===== src/rtl/regfile_wr_arbiter_if.sv =====
// Write-port arbiter bundle: core writeback, debug handshake, clear control and
// the register file rd write port. Signal prefixes are from the arbiter's side.
interface regfile_wr_arbiter_if #(
  parameter int XLEN   = 32,
  parameter int REG_AW = 5
);
  logic              i_core_wren;
  logic [REG_AW-1:0] i_core_addr;
  logic [XLEN-1:0]   i_core_data;
  logic              i_dbg_valid;
  logic [REG_AW-1:0] i_dbg_addr;
  logic [XLEN-1:0]   i_dbg_data;
  logic              o_dbg_ready;
  logic              i_clr_req;
  logic              o_clr_busy;
  logic              o_clr_done;
  logic              o_core_stall;
  logic              o_core_drop;
  logic              o_rd_wren;
  logic [REG_AW-1:0] o_rd_addr;
  logic [XLEN-1:0]   o_rd_data;

  modport slave (
    input  i_core_wren, i_core_addr, i_core_data,
    input  i_dbg_valid, i_dbg_addr, i_dbg_data, i_clr_req,
    output o_dbg_ready, o_clr_busy, o_clr_done, o_core_stall, o_core_drop,
    output o_rd_wren, o_rd_addr, o_rd_data
  );

  modport master (
    output i_core_wren, i_core_addr, i_core_data,
    output i_dbg_valid, i_dbg_addr, i_dbg_data, i_clr_req,
    input  o_dbg_ready, o_clr_busy, o_clr_done, o_core_stall, o_core_drop,
    input  o_rd_wren, o_rd_addr, o_rd_data
  );
endinterface


===== src/rtl/regfile_wr_arbiter.sv =====
// Shares the register file write port between core writeback (combinational
// pass-through), a one-entry debug buffer and a x1..x31 clear sweep.
module regfile_wr_arbiter #(
  parameter int XLEN   = 32,
  parameter int REG_AW = 5
) (
  input  logic                i_clk,
  input  logic                i_rst,
  regfile_wr_arbiter_if.slave bus
);
  typedef enum logic [1:0] {S_IDLE, S_CLEAR, S_DONE} state_t;

  typedef struct packed {
    logic              wren;
    logic [REG_AW-1:0] addr;
    logic [XLEN-1:0]   data;
  } wr_t;

  localparam logic [REG_AW-1:0] LAST_IDX  = '1;
  localparam logic [REG_AW-1:0] FIRST_IDX = REG_AW'(1);

  state_t            r_state, w_nxt;
  logic [REG_AW-1:0] r_idx;
  logic              r_buf_vld;
  logic [REG_AW-1:0] r_buf_addr;
  logic [XLEN-1:0]   r_buf_data;
  logic              r_drop;
  wr_t               w_sel;
  logic              w_drain;
  logic              w_port_open;

  assign w_port_open = (r_state == S_IDLE) || (r_state == S_DONE);

  always_comb begin
    w_nxt   = r_state;
    w_sel   = '0;
    w_drain = 1'b0;
    case (r_state)
      S_IDLE:  if (bus.i_clr_req) w_nxt = S_CLEAR;
      S_CLEAR: if (r_idx == LAST_IDX) w_nxt = S_DONE;
      S_DONE:  w_nxt = S_IDLE;
      default: w_nxt = S_IDLE;
    endcase
    if (w_port_open && bus.i_core_wren) begin
      w_sel = '{wren: 1'b1, addr: bus.i_core_addr, data: bus.i_core_data};
    end else if (r_state == S_CLEAR) begin
      w_sel = '{wren: 1'b1, addr: r_idx, data: '0};
    end else if (w_port_open && r_buf_vld) begin
      w_sel   = '{wren: 1'b1, addr: r_buf_addr, data: r_buf_data};
      w_drain = 1'b1;
    end
  end

  // x0 is hardwired zero: the slot is still consumed, only the strobe is masked.
  // Reset also masks the strobe since core writeback bypasses the registers.
  assign bus.o_rd_wren    = w_sel.wren && (w_sel.addr != '0) && i_rst;
  assign bus.o_rd_addr    = w_sel.addr;
  assign bus.o_rd_data    = w_sel.data;
  assign bus.o_dbg_ready  = !r_buf_vld;
  assign bus.o_clr_busy   = (r_state == S_CLEAR);
  assign bus.o_core_stall = (r_state == S_CLEAR);
  assign bus.o_clr_done   = (r_state == S_DONE);
  assign bus.o_core_drop  = r_drop;

  always_ff @(posedge i_clk or negedge i_rst) begin
    if (!i_rst) begin
      r_state <= S_IDLE;
      r_idx   <= FIRST_IDX;
      r_drop  <= 1'b0;
    end else begin
      r_state <= w_nxt;
      if (r_state == S_CLEAR) r_idx <= (r_idx == LAST_IDX) ? FIRST_IDX : r_idx + 1'b1;
      if (r_state == S_IDLE && bus.i_clr_req)       r_drop <= 1'b0;
      else if (r_state == S_CLEAR && bus.i_core_wren) r_drop <= 1'b1;
    end
  end

  // Drain wins over accept; ready is low while full so both never coincide.
  always_ff @(posedge i_clk or negedge i_rst) begin
    if (!i_rst) begin
      r_buf_vld  <= 1'b0;
      r_buf_addr <= '0;
      r_buf_data <= '0;
    end else if (w_drain) begin
      r_buf_vld  <= 1'b0;
    end else if (bus.i_dbg_valid && !r_buf_vld) begin
      r_buf_vld  <= 1'b1;
      r_buf_addr <= bus.i_dbg_addr;
      r_buf_data <= bus.i_dbg_data;
    end
  end
endmodule


===== src/flat_wrapper.sv =====
// flat-port wrapper written by rule: the top's interface ports become plain ports
module regfile_wr_arbiter_flat 
#(
  parameter int XLEN   = 32,
  parameter int REG_AW = 5
)
  (i_clk, i_rst, bus_i_core_wren, bus_i_core_addr, bus_i_core_data, bus_i_dbg_valid, bus_i_dbg_addr, bus_i_dbg_data, bus_i_clr_req, bus_o_dbg_ready, bus_o_clr_busy, bus_o_clr_done, bus_o_core_stall, bus_o_core_drop, bus_o_rd_wren, bus_o_rd_addr, bus_o_rd_data);
  regfile_wr_arbiter_if #(.XLEN(XLEN), .REG_AW(REG_AW)) bus_i ();
  input  logic i_clk;
  input  logic i_rst;
  input wire logic [$bits(bus_i.i_core_wren)-1:0] bus_i_core_wren;
  input wire logic [$bits(bus_i.i_core_addr)-1:0] bus_i_core_addr;
  input wire logic [$bits(bus_i.i_core_data)-1:0] bus_i_core_data;
  input wire logic [$bits(bus_i.i_dbg_valid)-1:0] bus_i_dbg_valid;
  input wire logic [$bits(bus_i.i_dbg_addr)-1:0] bus_i_dbg_addr;
  input wire logic [$bits(bus_i.i_dbg_data)-1:0] bus_i_dbg_data;
  input wire logic [$bits(bus_i.i_clr_req)-1:0] bus_i_clr_req;
  output wire logic [$bits(bus_i.o_dbg_ready)-1:0] bus_o_dbg_ready;
  output wire logic [$bits(bus_i.o_clr_busy)-1:0] bus_o_clr_busy;
  output wire logic [$bits(bus_i.o_clr_done)-1:0] bus_o_clr_done;
  output wire logic [$bits(bus_i.o_core_stall)-1:0] bus_o_core_stall;
  output wire logic [$bits(bus_i.o_core_drop)-1:0] bus_o_core_drop;
  output wire logic [$bits(bus_i.o_rd_wren)-1:0] bus_o_rd_wren;
  output wire logic [$bits(bus_i.o_rd_addr)-1:0] bus_o_rd_addr;
  output wire logic [$bits(bus_i.o_rd_data)-1:0] bus_o_rd_data;
  assign bus_i.i_core_wren = bus_i_core_wren;
  assign bus_i.i_core_addr = bus_i_core_addr;
  assign bus_i.i_core_data = bus_i_core_data;
  assign bus_i.i_dbg_valid = bus_i_dbg_valid;
  assign bus_i.i_dbg_addr = bus_i_dbg_addr;
  assign bus_i.i_dbg_data = bus_i_dbg_data;
  assign bus_i.i_clr_req = bus_i_clr_req;
  assign bus_o_dbg_ready = bus_i.o_dbg_ready;
  assign bus_o_clr_busy = bus_i.o_clr_busy;
  assign bus_o_clr_done = bus_i.o_clr_done;
  assign bus_o_core_stall = bus_i.o_core_stall;
  assign bus_o_core_drop = bus_i.o_core_drop;
  assign bus_o_rd_wren = bus_i.o_rd_wren;
  assign bus_o_rd_addr = bus_i.o_rd_addr;
  assign bus_o_rd_data = bus_i.o_rd_data;
  regfile_wr_arbiter #(.XLEN(XLEN), .REG_AW(REG_AW)) u_core (.i_clk(i_clk), .i_rst(i_rst), .bus(bus_i));
endmodule

===== config.mk =====
export PLATFORM = sky130hd
export DESIGN_NAME = regfile_wr_arbiter_flat
export DESIGN_NICKNAME = d
export VERILOG_FILES = /design/src/rtl/regfile_wr_arbiter_if.sv /design/src/rtl/regfile_wr_arbiter.sv /design/src/flat_wrapper.sv
export SDC_FILE = /design/constraint.sdc
export NUM_CORES = 1
export LEC_CHECK = 0
export BUFFER_PORTS_ARGS = -buffer_cell sky130_fd_sc_hd__buf_2
export CORE_MARGIN = 3
export CORE_UTILIZATION = 48
export DETAILED_ROUTE_END_ITERATION = 16
export PLACE_DENSITY_LB_ADDON = 0.12
export SYNTH_ARGS = -nofsm -noshare
export SYNTH_HDL_FRONTEND = slang
export SYNTH_SLANG_ARGS = --single-unit

===== constraint.sdc =====
create_clock -name i_clk -period 2.6 [get_ports i_clk]
set_input_delay 0 -clock i_clk [delete_from_list [all_inputs] [get_ports i_clk]]
set_output_delay 0 -clock i_clk [all_outputs]
set_load 0.01 [all_outputs]

## Word-level counts from Yosys, hierarchy flattened

Cells that the tools add are included.

- Flip-flop bits (word level): 46
- Latch bits: 0
- Memory bits (writable): 0
- ROM bits: 0
- Input port bits: 79
- Output and inout bits: 43
- Word-level logic and storage cells: 42
- Memories kept: 0

- Add/subtract/negate cells: 1
- Multiply operators: 0
- Div/mod/pow operators: 0
- Order comparisons: 0
- Equality and inequality tests: 5
- Shift operators: 0
- Multiplexer cells: 14
- Bitwise logic cells: 1
- Reduce and logical (&&, ||, !) cells: 15

Operators by type and width:

| kind | number |
|---|---|
| $mux 38 | 3 |
| $logic_and 1x1->1 | 7 |
| $mux 1 | 7 |
| $add 5x1->5 const B | 1 |
| $eq 5x5->1 const B | 1 |
| $mux 5 | 1 |
| $reduce_bool 5->1 | 1 |
| $mux 2 | 2 |
| $pmux 2 s2 | 1 |
| $reduce_and 2->1 | 2 |
| $reduce_bool 2->1 | 2 |
| $eq 2x1->1 const B | 1 |
| $eq 2x2->1 const B | 1 |
| $logic_not 2->1 | 1 |
| $ne 2x1->1 const B | 1 |
| $ne 2x2->1 const B | 1 |
| $logic_not 1->1 | 1 |
| $logic_or 1x1->1 | 1 |
| $not 1->1 | 1 |

## Depth between registers and ports, before layout

Gate-level depths: netlist of the first run.

- Depth after elaboration: 9
- Depth in mapped cells: 6
- Depth with buffers taken out: 6

## Worst setup path after synthesis of the first run

No wires, ideal clock.

- Kind: register to register
- Start point: reg u_core.r_idx[1]
- End point: reg u_core.r_idx[3]
- Setup time: 0.083 ns
- Arrival: 1.376 ns
- Required time: 2.517 ns
- Path slack: 1.141 ns
- Cell stages (with the launch flop): 7
- Buffers on the path: 0
- Period minus slack after synthesis: 1.459 ns
- Cell sequence: dfrtp_1 ha_1 and3_1 ha_1 nor2_1 nand4_1 o21ai_0

- Cells in the longest elaborated chain, start to end: 2
- Elaborated cells on any way between the ends: 3
- Classes of those cells: add/sub (1); eq/ne (1); mux (1)

Ends and longest elaborated chain:

| what | line | text |
|---|---|---|
| start: declaration | regfile_wr_arbiter.sv:23 | `logic [REG_AW-1:0] r_idx;` |
| start signal: assignment | regfile_wr_arbiter.sv:72 | `if (r_state == S_CLEAR) r_idx <= (r_idx == LAST_IDX) ? FIRST_IDX : r_idx + 1'b1;` |
| $add 5x1->5 or $eq 5x5->1 (tied branches) | regfile_wr_arbiter.sv:72 |  |
| $mux 5 * | regfile_wr_arbiter.sv:72 |  |

Mark *: on every way between the ends. The rest lies on a longest branch, timed or not.
A chain may end at the register's enable or synchronous reset.

## Worst setup path in the final report of the first run

- Start point: reg u_core.r_state[0]
- End point: out bus_o_rd_wren

- Cells in the longest elaborated chain, start to end: 9
- Elaborated cells on any way between the ends: 12
- Classes of those cells: eq/ne (2); mux (3); reduce/logical (7)

Ends and longest elaborated chain:

| what | line | text |
|---|---|---|
| start: declaration | regfile_wr_arbiter.sv:22 | `state_t r_state, w_nxt;` |
| start signal: assignment | regfile_wr_arbiter.sv:71 | `r_state <= w_nxt;` |
| $eq 2x2->1 or $logic_not 2->1 (tied branches) | regfile_wr_arbiter.sv:32 | `assign w_port_open = (r_state == S_IDLE) \|\| (r_state == S_DONE);` |
| $logic_or 1x1->1 | regfile_wr_arbiter.sv:32 |  |
| $logic_and 1x1->1 | regfile_wr_arbiter.sv:48 | `end else if (w_port_open && r_buf_vld) begin` |
| $mux 38 | regfile_wr_arbiter.sv:48 |  |
| $mux 38 | regfile_wr_arbiter.sv:46 | `end else if (r_state == S_CLEAR) begin` |
| $mux 38 * | regfile_wr_arbiter.sv:44 | `if (w_port_open && bus.i_core_wren) begin` |
| $reduce_bool 5->1 | regfile_wr_arbiter.sv:56 | `assign bus.o_rd_wren = w_sel.wren && (w_sel.addr != '0) && i_rst;` |
| $logic_and 1x1->1 * (2 in series) | regfile_wr_arbiter.sv:56 |  |
| end: declaration | flat_wrapper.sv:23 | `output wire logic [$bits(bus_i.o_rd_wren)-1:0] bus_o_rd_wren;` |

Marked as above.

==> results of run 1 <==
## metal layers
| layer | share of wire | vias to the layer above |
|---|---|---|
| li1 | - | 998 |
| met1 | 0.40 | 1000 |
| met2 | 0.52 | 80 |
| met3 | 0.064 | 10 |
| met4 | 0.016 | 0 |
| met5 | 0 | - |
## cell type report
class | instances | area (um^2) | area share
Clock inverter | 3 | 21.3 | 0.00627
Antenna cell | 1 | 2.50 | 0.000738
Clock buffer | 5 | 68.8 | 0.0203
Timing Repair Buffer | 168 | 1060 | 0.312
Sequential cell | 46 | 1150 | 0.340
Inverter | 9 | 36.3 | 0.0107
Tap cell | 52 | 65.1 | 0.0192
Multi-Input combinational cell | 115 | 987 | 0.291
## where the power goes
part | switching, mW | internal, mW
logic | 0.487 | 0.614
clock network | 0.240 | 0.189
registers | 0.236 | 1.06
## repair_timing
action	4_1_cts	5_1_grt
hold buffers	40	0
endpoints found under the setup margin	0	0
endpoints found under the hold margin	84	0
## stage by stage
| stage | power, mW | utilization | setup WS, ns | cell area [um^2] |
|---|---|---|---|---|
| global route | 3.05 | 0.763 | 0.277 | 3390 |
| CTS | 2.85 | 0.763 | 0.419 | 3390 |
| finish | 2.83 | 0.763 | 0.436 | 3390 |
| detailed placement | 2.36 | 0.652 | 0.791 | 2900 |
| global placement | 2.32 | 0.652 | 0.838 | 2900 |
| floorplan | 1.98 | - | 1.14 | 2240 |
## state kept, by name, summed over array words and instances, names as in the netlist
signal	count
u_core.bus.o_core_drop	1
u_core.r_buf_addr	5
u_core.r_state	2
u_core.r_idx	5
u_core.r_buf_vld	1
u_core.r_buf_data	32
## cells by family (layout without fill, tap and decap cells)
logic type                 count (synthesis)  in the layout
AOI/OAI and AO/OA                         50             50
adders and majority gates                  2              2
buffers and inverters                     22            185
DFF                                       46             46
muxes                                     38             38
other                                      0              1
and+or+nand+nor                           25             25
## cell usage in the layout (no fill, tap or decap), types with 3 or more instances in the layout
cell type,count
mux2_2,37
dfrtp_1,45
clkbuf_8,5
o21ai_0,8
a222oi_1,4
buf_4,7
a21oi_1,3
nor2_1,10
a22o_1,32
dlygate4sd3_1,40
nand2_1,8
buf_2,121
inv_1,8
## worst reg2reg max path: cells and delay by family, from the launching register on
kind                   cells  cell delay (ns)
and+or+nand+nor            1             0.47
buffers and inverters      1             0.31
DFF                        1             0.47
muxes                      1             0.36
## path summary, 6_finish.rpt
path | start | to | slack [ns]
hold reg to reg | u_core.r_state[1] | u_core.r_state[0] | 0.49
max in group asynchronous | i_rst | u_core.r_buf_data[0] | 1.88
setup reg to reg | u_core.r_buf_vld | u_core.r_buf_data[19] | 0.88
min in group asynchronous | i_rst | u_core.r_idx[3] | 0.34
setup / recovery | u_core.r_state[0] | bus_o_rd_wren | 0.44
hold / removal | bus_i_core_wren | u_core.bus.o_core_drop | 0.06
==> flow_summary.json, run 1 <==
{
  "outcome": "complete, no violations",
  "gp_congestion": 0.728,
  "grt_overflow": 0,
  "cp_num_cells": 6,
  "synth_top_area_frac": 0.503,
  "rsz0062_at_grt": "false",
  "antenna_found_initial": 0,
  "crit_arrival_ns": 2.16,
  "synthSimpleGateAreaFrac": 0.0564,
  "cts_buffers": 5,
  "dpl.hpwl_mm": 3.97,
  "setup_viol": 0,
  "synth_fp_nets": 264,
  "grt_use_met1": 0.267,
  "synth_top_family_by_area": "multiplexers",
  "cellPowerDensity_nw_per_um2": 834,
  "cp_cell_sequence": "nor3b_4 > buf_4 > a222oi_1 > nand4_1 > o211a_1 > buf_2",
  "tritoncts": "done",
  "drc": 0,
  "nFillCells": 325,
  "grt_use_met3": 0.0676,
  "numPortBuffers": 121,
  "synth_most_common_cell": "dfrtp_1",
  "slowest_delay_ns": 0.58,
  "synth_warnings": 0,
  "drive_gt1_frac": 0.517,
  "totalWireLength_mm": 5.98,
  "clock_latency_ns": 0.30,
  "hold_depth": 3,
  "synthFlopType": "dfrtp_1",
  "whs_ns": 0.0579,
  "final_nets": 426,
  "area_delta_synth_final_pct": 51.5,
  "critPathRequiredTime_ns": 2.60,
  "p_leak_nw": 1.74,
  "final_cell_count_no_fill": 399,
  "path_class": "register to output port",
  "cts_resized": 0,
  "critPathSlowestCell": "dfrtp_1",
  "synth_adder_area_share": 0.0112,
  "die_x_um": 74.3,
  "tightestPinTransition_ns": 0.569,
  "synth_compound_area_frac": 0.178,
  "vias": 2088,
  "async_reset_ff_frac": 1.00,
  "grt_util_met2": 0.365,
  "die_h_um": 74.3,
  "cp_num_buf_inv": 2,
  "yosysSeqAreaShare": 0.515,
  "clkSinkCount": 46,
  "grt_first_pass_wirelength_mm": 9.28,
  "clkSlewWorstSetupHoldPaths_ns": 0.08,
  "maxCapViolations": 0,
  "drtIter0Drc": 115,
  "maxSlewViolCount": 0,
  "fin_worst_skew_ns": 0.00176,
  "cp-end-kind": "output port",
  "critPathLaunchType": "register",
  "rr_worst_depth": 3,
  "h-tree-depth": 2,
  "postCtsSetupBuffers": 0,
  "cpLargestDelayFamily": "compound AO/OA/AOI/OAI gates",
  "core_area_um2": 4440,
  "synth_top_area_cell": "dfrtp_1",
  "synthTopCellsByCount": "dfrtp_1 (45), mux2_2 (37), a22o_1 (32)",
  "dieArea_um2": 5520,
  "netlist_area_um2": 2240,
  "initial_utilization": 0.504,
  "synth_cells": 183,
  "top_usage_layer": "met2",
  "synth_cell_types": 24,
  "fp-row-count": 24,
  "layout_min_cycle_time_ns": 2.16,
  "max_slew_margin": 0.621,
  "synth-xor-area-share": 0,
  "dp_cells": 350,
  "ant_nets": 0,
  "grt_usage": 0.220,
  "synth_edf_count": 0,
  "grt_pass1_vias": 2061,
  "viasPerCell": 5.23,
  "ir_drop_mv": 0.575,
  "fin_tns_setup_ns": 0,
  "wl_per_cell_um": 15.0,
  "fin_crit_sh": 0.832,
  "min_path_type": "input port to register",
  "clock_path_buffers": 2,
  "ioPinCount": 122,
  "timing.fmax_mhz": 462,
  "final_hold_viol_count": 0,
  "synth_top_cells_by_area": "dfrtp_1 (50%), mux2_2 (19%), a22o_1 (13%), buf_2 (2.5%), a222oi_1 (1.8%)",
  "grt_start_max_net_pins": 47,
  "cp_max_fo": 17,
  "synth_mux_area_frac": 0.191,
  "cts_root_buffer": "clkbuf_8",
  "drt-pass1-iter-count": 7,
  "synth_area_per_cell_um2": 12.2,
  "synth_seq_cells": 46
}
Note: power is estimated with default switching activity, not from simulation.
==> inputs of run 2 (changes only) <==
--- a/config.mk
+++ b/config.mk
@@ -5,9 +5,10 @@
 export SDC_FILE = /design/constraint.sdc
 export NUM_CORES = 1
 export LEC_CHECK = 0
+export ABC_AREA = 1
 export BUFFER_PORTS_ARGS = -buffer_cell sky130_fd_sc_hd__buf_2
 export CORE_MARGIN = 3
-export CORE_UTILIZATION = 48
+export CORE_UTILIZATION = 45
 export DETAILED_ROUTE_END_ITERATION = 16
 export PLACE_DENSITY_LB_ADDON = 0.12
 export SYNTH_ARGS = -nofsm -noshare
==> constraint.sdc (replaced) <==
create_clock -name i_clk -period 2.1 [get_ports i_clk]
set_input_delay 0 -clock i_clk [delete_from_list [all_inputs] [get_ports i_clk]]
set_output_delay 0 -clock i_clk [all_outputs]
set_load 0.01 [all_outputs]
==> run 2 against run 1 <==
  * Clock-buffer cell count rose by 2
  * Core utilization fell by 4.8 points
  * Sequential cell count did not move
  * Register-to-register slack got worse by 0.30 ns
  * Via count rose by 8.5%
==> flow_summary.json, run 2 <==
{
  "outcome": "complete, no violations",
  "die_h_um": 78.1,
  "antenna_found_initial": 0,
  "async_reset_ff_frac": 1.00,
  "fin_tns_setup_ns": 0,
  "die_x_um": 78.1,
  "final_nets": 444,
  "max_slew_margin": 0.696,
  "largest_reg_flops": 32,
  "p_leak_nw": 1.75,
  "clock_latency_ns": 0.29,
  "drt-pass1-iter-count": 5,
  "synthSimpleGateAreaFrac": 0.103,
  "cts_resized": 0,
  "grt_usage": 0.224,
  "grt_overflow": 0,
  "setup_ws_ns": 0.182,
  "cts_hold_buf": 40,
  "ff2ff_setup_slack_ns": 0.58,
  "synth_top_family_by_area": "multiplexers",
  "synth_cells": 204,
  "totalWireLength_mm": 6.73,
  "clock_path_buffers": 2,
  "synth_top_cells_by_area": "dfrtp_1 (48%), mux2_1 (14%), a32o_1 (14%), nand2_1 (3.7%), mux2_2 (3.4%)",
  "critPathSlowestCell": "dfrtp_1",
  "nFillCells": 388,
  "critPathLaunchType": "register",
  "final_hold_viol_count": 0,
  "path_class": "register to output port",
  "whs_ns": 0.0868,
  "initial_utilization": 0.480,
  "netlist_area_um2": 2340,
  "synth_most_common_cell": "dfrtp_1",
  "wl_per_cell_um": 15.6,
  "synth_top_area_cell": "dfrtp_1",
  "reg2reg_from": "u_core.r_state[0]",
  "synth_fp_nets": 285,
  "synth_mux_area_frac": 0.178,
  "largest_register": "u_core.r_buf_data",
  "fin_crit_sh": 0.913,
  "tritoncts": "done",
  "grt_start_max_net_pins": 41,
  "reg2reg_to": "u_core.r_idx[3]",
  "rsz0062_at_grt": "false",
  "layout_min_cycle_time_ns": 1.92,
  "synthTopCellsByCount": "dfrtp_1 (45), a32o_1 (32), mux2_1 (30)",
  "cp-end-kind": "output port",
  "maxSlewViolCount": 0,
  "clkSlewWorstSetupHoldPaths_ns": 0.08,
  "numPortBuffers": 121,
  "rr_worst_depth": 7,
  "cts_buffers": 5,
  "layout_commonest_cell": "buf_2",
  "crit_arrival_ns": 1.92,
  "ioPinCount": 122,
  "tightestPinTransition_ns": 0.455,
  "num_antenna_cells": 0,
  "timing.fmax_mhz": 521,
  "setup_viol": 0,
  "grt_first_pass_wirelength_mm": 10.8,
  "cp_cell_sequence": "inv_2 > buf_4 > nor2_4 > nand2_1 > nand3_1 > o21ai_1 > nand3_1 > nand2_1 > inv_1 > buf_2",
  "synthFlopType": "dfrtp_1",
  "grt_pass1_vias": 2260,
  "gp_congestion": 0.782,
  "dieArea_um2": 6100,
  "ir_drop_mv": 0.595,
  "min_path_type": "input port to async pin",
  "synth_cell_types": 24,
  "cp_max_fo": 40,
  "postCtsSetupBuffers": 0,
  "maxCapViolations": 0,
  "viasPerCell": 5.26,
  "cellPowerDensity_nw_per_um2": 1020,
  "power_mw": 3.55,
  "ant_nets": 0,
  "synth_top_area_frac": 0.481,
  "fin_worst_skew_ns": 0.00324,
  "cts_root_buffer": "clkbuf_8",
  "core_area_um2": 4880,
  "synth_compound_area_frac": 0.155,
  "place_ws_ns": 0.528,
  "synth_seq_cells": 46,
  "critPathRequiredTime_ns": 2.10,
  "yosysSeqAreaShare": 0.492,
  "synth-xor-area-share": 0,
  "drc": 0,
  "slowest_delay_ns": 0.45,
  "postLayoutCoreUtil": 0.715,
  "reg_top3": "u_core.r_buf_data (32), u_core.r_buf_addr (5), u_core.r_idx (5)",
  "area_delta_synth_final_pct": 49.0,
  "synth_adder_area_share": 0.0107,
  "fp-row-count": 25,
  "vias": 2266,
  "synth_edf_count": 0,
  "drive_gt1_frac": 0.426,
  "synth_area_per_cell_um2": 11.5,
  "clkSinkCount": 46,
  "dpl.hpwl_mm": 4.42,
  "synth_warnings": 0,
  "final_cell_mix": "buf_2 (121), dfrtp_1 (45), dlygate4sd3_1 (40)",
  "h-tree-depth": 2,
  "drtIter0Drc": 81
}
-- run 2: changes by cell type after synthesis, sizes merged, moves of 4 or more --
cell / previous run / this run
a222oi: 4 / 0
a22o: 32 / 1
nand3: 0 / 13
nand2: 8 / 27
o21ai: 8 / 3
inv: 9 / 14
a32o: 0 / 32
-- run 2: critical path, delay by kind of cell, from the launching register on --
kind                   cells  cell delay [ns]
AO/OA/AOI/OAI              1             0.10
buffers and inverters      4             0.63
flip-flops                 1             0.45
AND/OR/NAND/NOR            5             0.44
-- run 2: logic make-up after synthesis --
logic type      Yosys count
compound gates           39
fa+ha+maj                 2
buf+inv                  29
flops                    46
mux                      37
simple gates             51
-- run 2: cell type report --
class	instances	area, um^2	area share
clock buffers	7	86.3	0.0247
clock inverters	1	5.00	0.00143
inverters	14	52.6	0.0151
multi-input cells	129	1040	0.299
flip-flops and latches	46	1150	0.330
well taps	67	83.8	0.0240
repair buffers	167	1060	0.305
-- run 2: worst max-delay path by stage --
stage,start,endpoint,cells past startpoint
3_5_place_dp,u_core.r_state[0],bus_o_rd_wren,10
2_1_floorplan,u_core.r_idx[0],u_core.r_idx[3],7
4_1_cts,u_core.r_state[0],bus_o_rd_wren,10
6_report,u_core.r_state[0],bus_o_rd_wren,10
5_1_grt,u_core.r_state[0],bus_o_rd_wren,10
3_3_place_gp,u_core.r_state[0],bus_o_rd_wren,10
-- run 2: through the flow --
step	area [um^2]	cells
3_3_place_gp	3000	383
5_1_grt	3490	431
2_1_floorplan	2340	204
6_report	3490	431
3_5_place_dp	3000	383
4_1_cts	3490	431
-- run 2: power breakdown --
group / total (mW) / switching [mW] / internal (mW)
registers: 1.54 / 0.252 / 1.28
logic: 1.46 / 0.741 / 0.719
clock network: 0.550 / 0.285 / 0.266
-- run 2: layer usage --
metal  track usage  part of all wire
met1         0.290              0.42
met4        0.0647            0.0071
met5             0                 0
met2         0.375              0.49
met3        0.0550             0.085
==> inputs of run 3 (changes only) <==
--- a/config.mk
+++ b/config.mk
@@ -7,7 +7,6 @@
 export LEC_CHECK = 0
 export ABC_AREA = 1
 export BUFFER_PORTS_ARGS = -buffer_cell sky130_fd_sc_hd__buf_2
-export CORE_MARGIN = 3
 export CORE_UTILIZATION = 45
 export DETAILED_ROUTE_END_ITERATION = 16
 export PLACE_DENSITY_LB_ADDON = 0.12
==> run 3 against run 2 <==
  * Worst setup slack lost 0.0014 ns
  * Die area down 10%
  * Clock power up 0.7%
  * Sequential power barely moved
  * Worst hold slack worse by 0.090 ns
  * Non-clock buffer count decreased by 1
  * Clock-buffer cell count unchanged
  * Highest routed layer unchanged
  * The flow now finishes with violations (negative hold slack)
  * Total power grew 0.37%
  * Critical path depth did not move
  * Combinational power hardly changed
  * Global-route usage grew 1.6 points
==> flow_summary.json, run 3 (same netlist as run 2, synthesis figures left out) <==
{
  "tritoncts": "done",
  "clkSinkCount": 46,
  "die_h_um": 74.1,
  "clkSlewWorstSetupHoldPaths_ns": 0.08,
  "clock_path_buffers": 2,
  "final_area_um2": 3490,
  "dieArea_um2": 5490,
  "postCtsSetupBuffers": 0,
  "setup_viol": 0,
  "power_mw": 3.56,
  "grt_util_met2": 0.425,
  "numPortBuffers": 121,
  "worst_hold_startpoint": "bus_i_clr_req",
  "placedInstanceArea_um2": 3010,
  "ant_nets": 0,
  "p_sw_mw": 1.28,
  "vias": 2221,
  "reg_top3": "u_core.r_buf_data (32), u_core.r_buf_addr (5), u_core.r_idx (5)",
  "grt_usage": 0.241,
  "register_area_um2": 1150,
  "final_hold_viol_count": 1,
  "critPathLaunchType": "register",
  "clock_latency_ns": 0.29,
  "rr_worst_depth": 4,
  "grt_use_met1": 0.296,
  "gp_congestion": 0.871,
  "fin_worst_skew_ns": 0.00176,
  "die_x_um": 74.1,
  "tightestPinTransition_ns": 0.524,
  "switching_share": 0.361,
  "clkPwrFrac": 0.156,
  "hold_depth": 3,
  "drive_gt1_frac": 0.427,
  "wl_per_cell_um": 15.0,
  "dpl.hpwl_mm": 4.11,
  "fin_tns_setup_ns": 0,
  "crit_arrival_ns": 1.92,
  "outcome": "finished with violations",
  "final_nets": 443,
  "nFillCells": 360,
  "fin_crit_sh": 0.914,
  "drt-pass1-iter-count": 5,
  "grt_use_met3": 0.0393,
  "place_ws_ns": 0.522,
  "violations": "negative hold slack",
  "whs_ns": -0.00312,
  "cts_buffers": 5,
  "path_class": "register to output port",
  "antenna_found_initial": 0,
  "reg2reg_to": "u_core.r_buf_data[3]",
  "area_delta_synth_final_pct": 49.1,
  "final_cell_mix": "buf_2 (121), dfrtp_1 (45), dlygate4sd3_1 (39)",
  "cts_hold_buf": 39,
  "pwr-share-seq": 0.433,
  "p_int_mw": 2.27,
  "viasPerCell": 5.17,
  "cpLargestDelayFamily": "buffers and inverters",
  "p_leak_nw": 1.75,
  "grt_overflow": 0,
  "num_antenna_cells": 0,
  "cp-end-kind": "output port",
  "largest_register": "u_core.r_buf_data",
  "grt_first_pass_wirelength_mm": 9.91,
  "initial_utilization": 0.483,
  "largest_reg_flops": 32,
  "cts_resized": 0,
  "pwr-share-comb": 0.411,
  "drc": 0,
  "reg2reg_from": "u_core.r_buf_vld",
  "cts_root_buffer": "clkbuf_8",
  "critPathRequiredTime_ns": 2.10,
  "cellPowerDensity_nw_per_um2": 1020,
  "timing.fmax_mhz": 521,
  "fp-row-count": 25,
  "maxCapViolations": 0,
  "min_to": "u_core.r_state[0]",
  "ff2ff_setup_slack_ns": 0.56,
  "maxSlewViolCount": 0,
  "min_path_type": "input port to register",
  "top_usage_layer": "met2",
  "grt_start_max_net_pins": 41,
  "ioPinCount": 122,
  "drtIter0Drc": 129,
  "cp_max_fo": 40,
  "critPathSlowestCell": "dfrtp_1",
  "multi_input_area_um2": 1040,
  "slowest_delay_ns": 0.44,
  "cp_cell_sequence": "inv_2 > buf_4 > nor2_4 > nand2_1 > nand3_1 > o21ai_1 > nand3_1 > nand2_1 > inv_1 > buf_2",
  "totalWireLength_mm": 6.46,
  "layout_min_cycle_time_ns": 1.92,
  "rsz0062_at_grt": "false",
  "grt_pass1_vias": 2128,
  "max_slew_margin": 0.650,
  "h-tree-depth": 2,
  "setup_ws_ns": 0.181,
  "ir_drop_mv": 0.634,
  "core_area_um2": 4850,
  "cp_num_buf_inv": 4,
  "layout_commonest_cell": "buf_2"
}
==> run 3: cell types whose count changed in the layout (fill, tap and decap cells not counted) <==
| cell | previous run | this run |
|---|---|---|
| buf_12 | 1 | 2 |
| buf_4 | 5 | 4 |
| dlygate4sd3_1 | 40 | 39 |
==> run 3: area by class of cell <==
cell class	count	area share
Clock buffer	7	0.0247
Tap cell	67	0.0240
Timing Repair Buffer	166	0.305
Multi-Input combinational cell	129	0.299
Clock inverter	1	0.00143
Inverter	14	0.0151
Sequential cell	46	0.330
==> run 3: per-layer routing <==
layer	part of all wire	up-vias
li1	-	1068
met1	0.44	1046
met2	0.48	98
met3	0.059	9
met4	0.015	0
met5	0	-
==> run 3: how the worst max path moves through the flow <==
stage / from / to / slack (ns) / cells past startpoint
after floorplan: u_core.r_idx[0] / u_core.r_idx[3] / 0.75 / 7
after global routing: u_core.r_state[0] / bus_o_rd_wren / 0.02 / 10
after detailed placement: u_core.r_state[0] / bus_o_rd_wren / 0.52 / 10
after CTS: u_core.r_state[0] / bus_o_rd_wren / 0.19 / 10
final: u_core.r_state[0] / bus_o_rd_wren / 0.18 / 10
after global placement: u_core.r_state[0] / bus_o_rd_wren / 0.57 / 10
==> run 3: through the flow <==
stage                     hold WS [ns]  std cells   util
after detailed placement        -0.123        383  0.621
final                         -0.00312        430  0.720
after global routing           0.00979        430  0.720
after floorplan                 -0.296        204      -
after global placement          -0.126        383  0.621
after CTS                      0.00286        430  0.720
==> run 3: tightest hold or removal path: stages <==
cell and delay [ns]:
buf_2 0.08, nand3_1 0.09, nand2_1 0.09
==> run 3: power groups by stage <==
stage / Clock [mW] / Sequential, mW / Combinational [mW]
floorplan: 0 / 1.47 / 0.995
global placement: 0 / 1.54 / 1.37
detailed placement: 0 / 1.54 / 1.41
CTS: 0.562 / 1.53 / 1.47
global route: 0.599 / 1.59 / 1.62
finish: 0.554 / 1.54 / 1.46
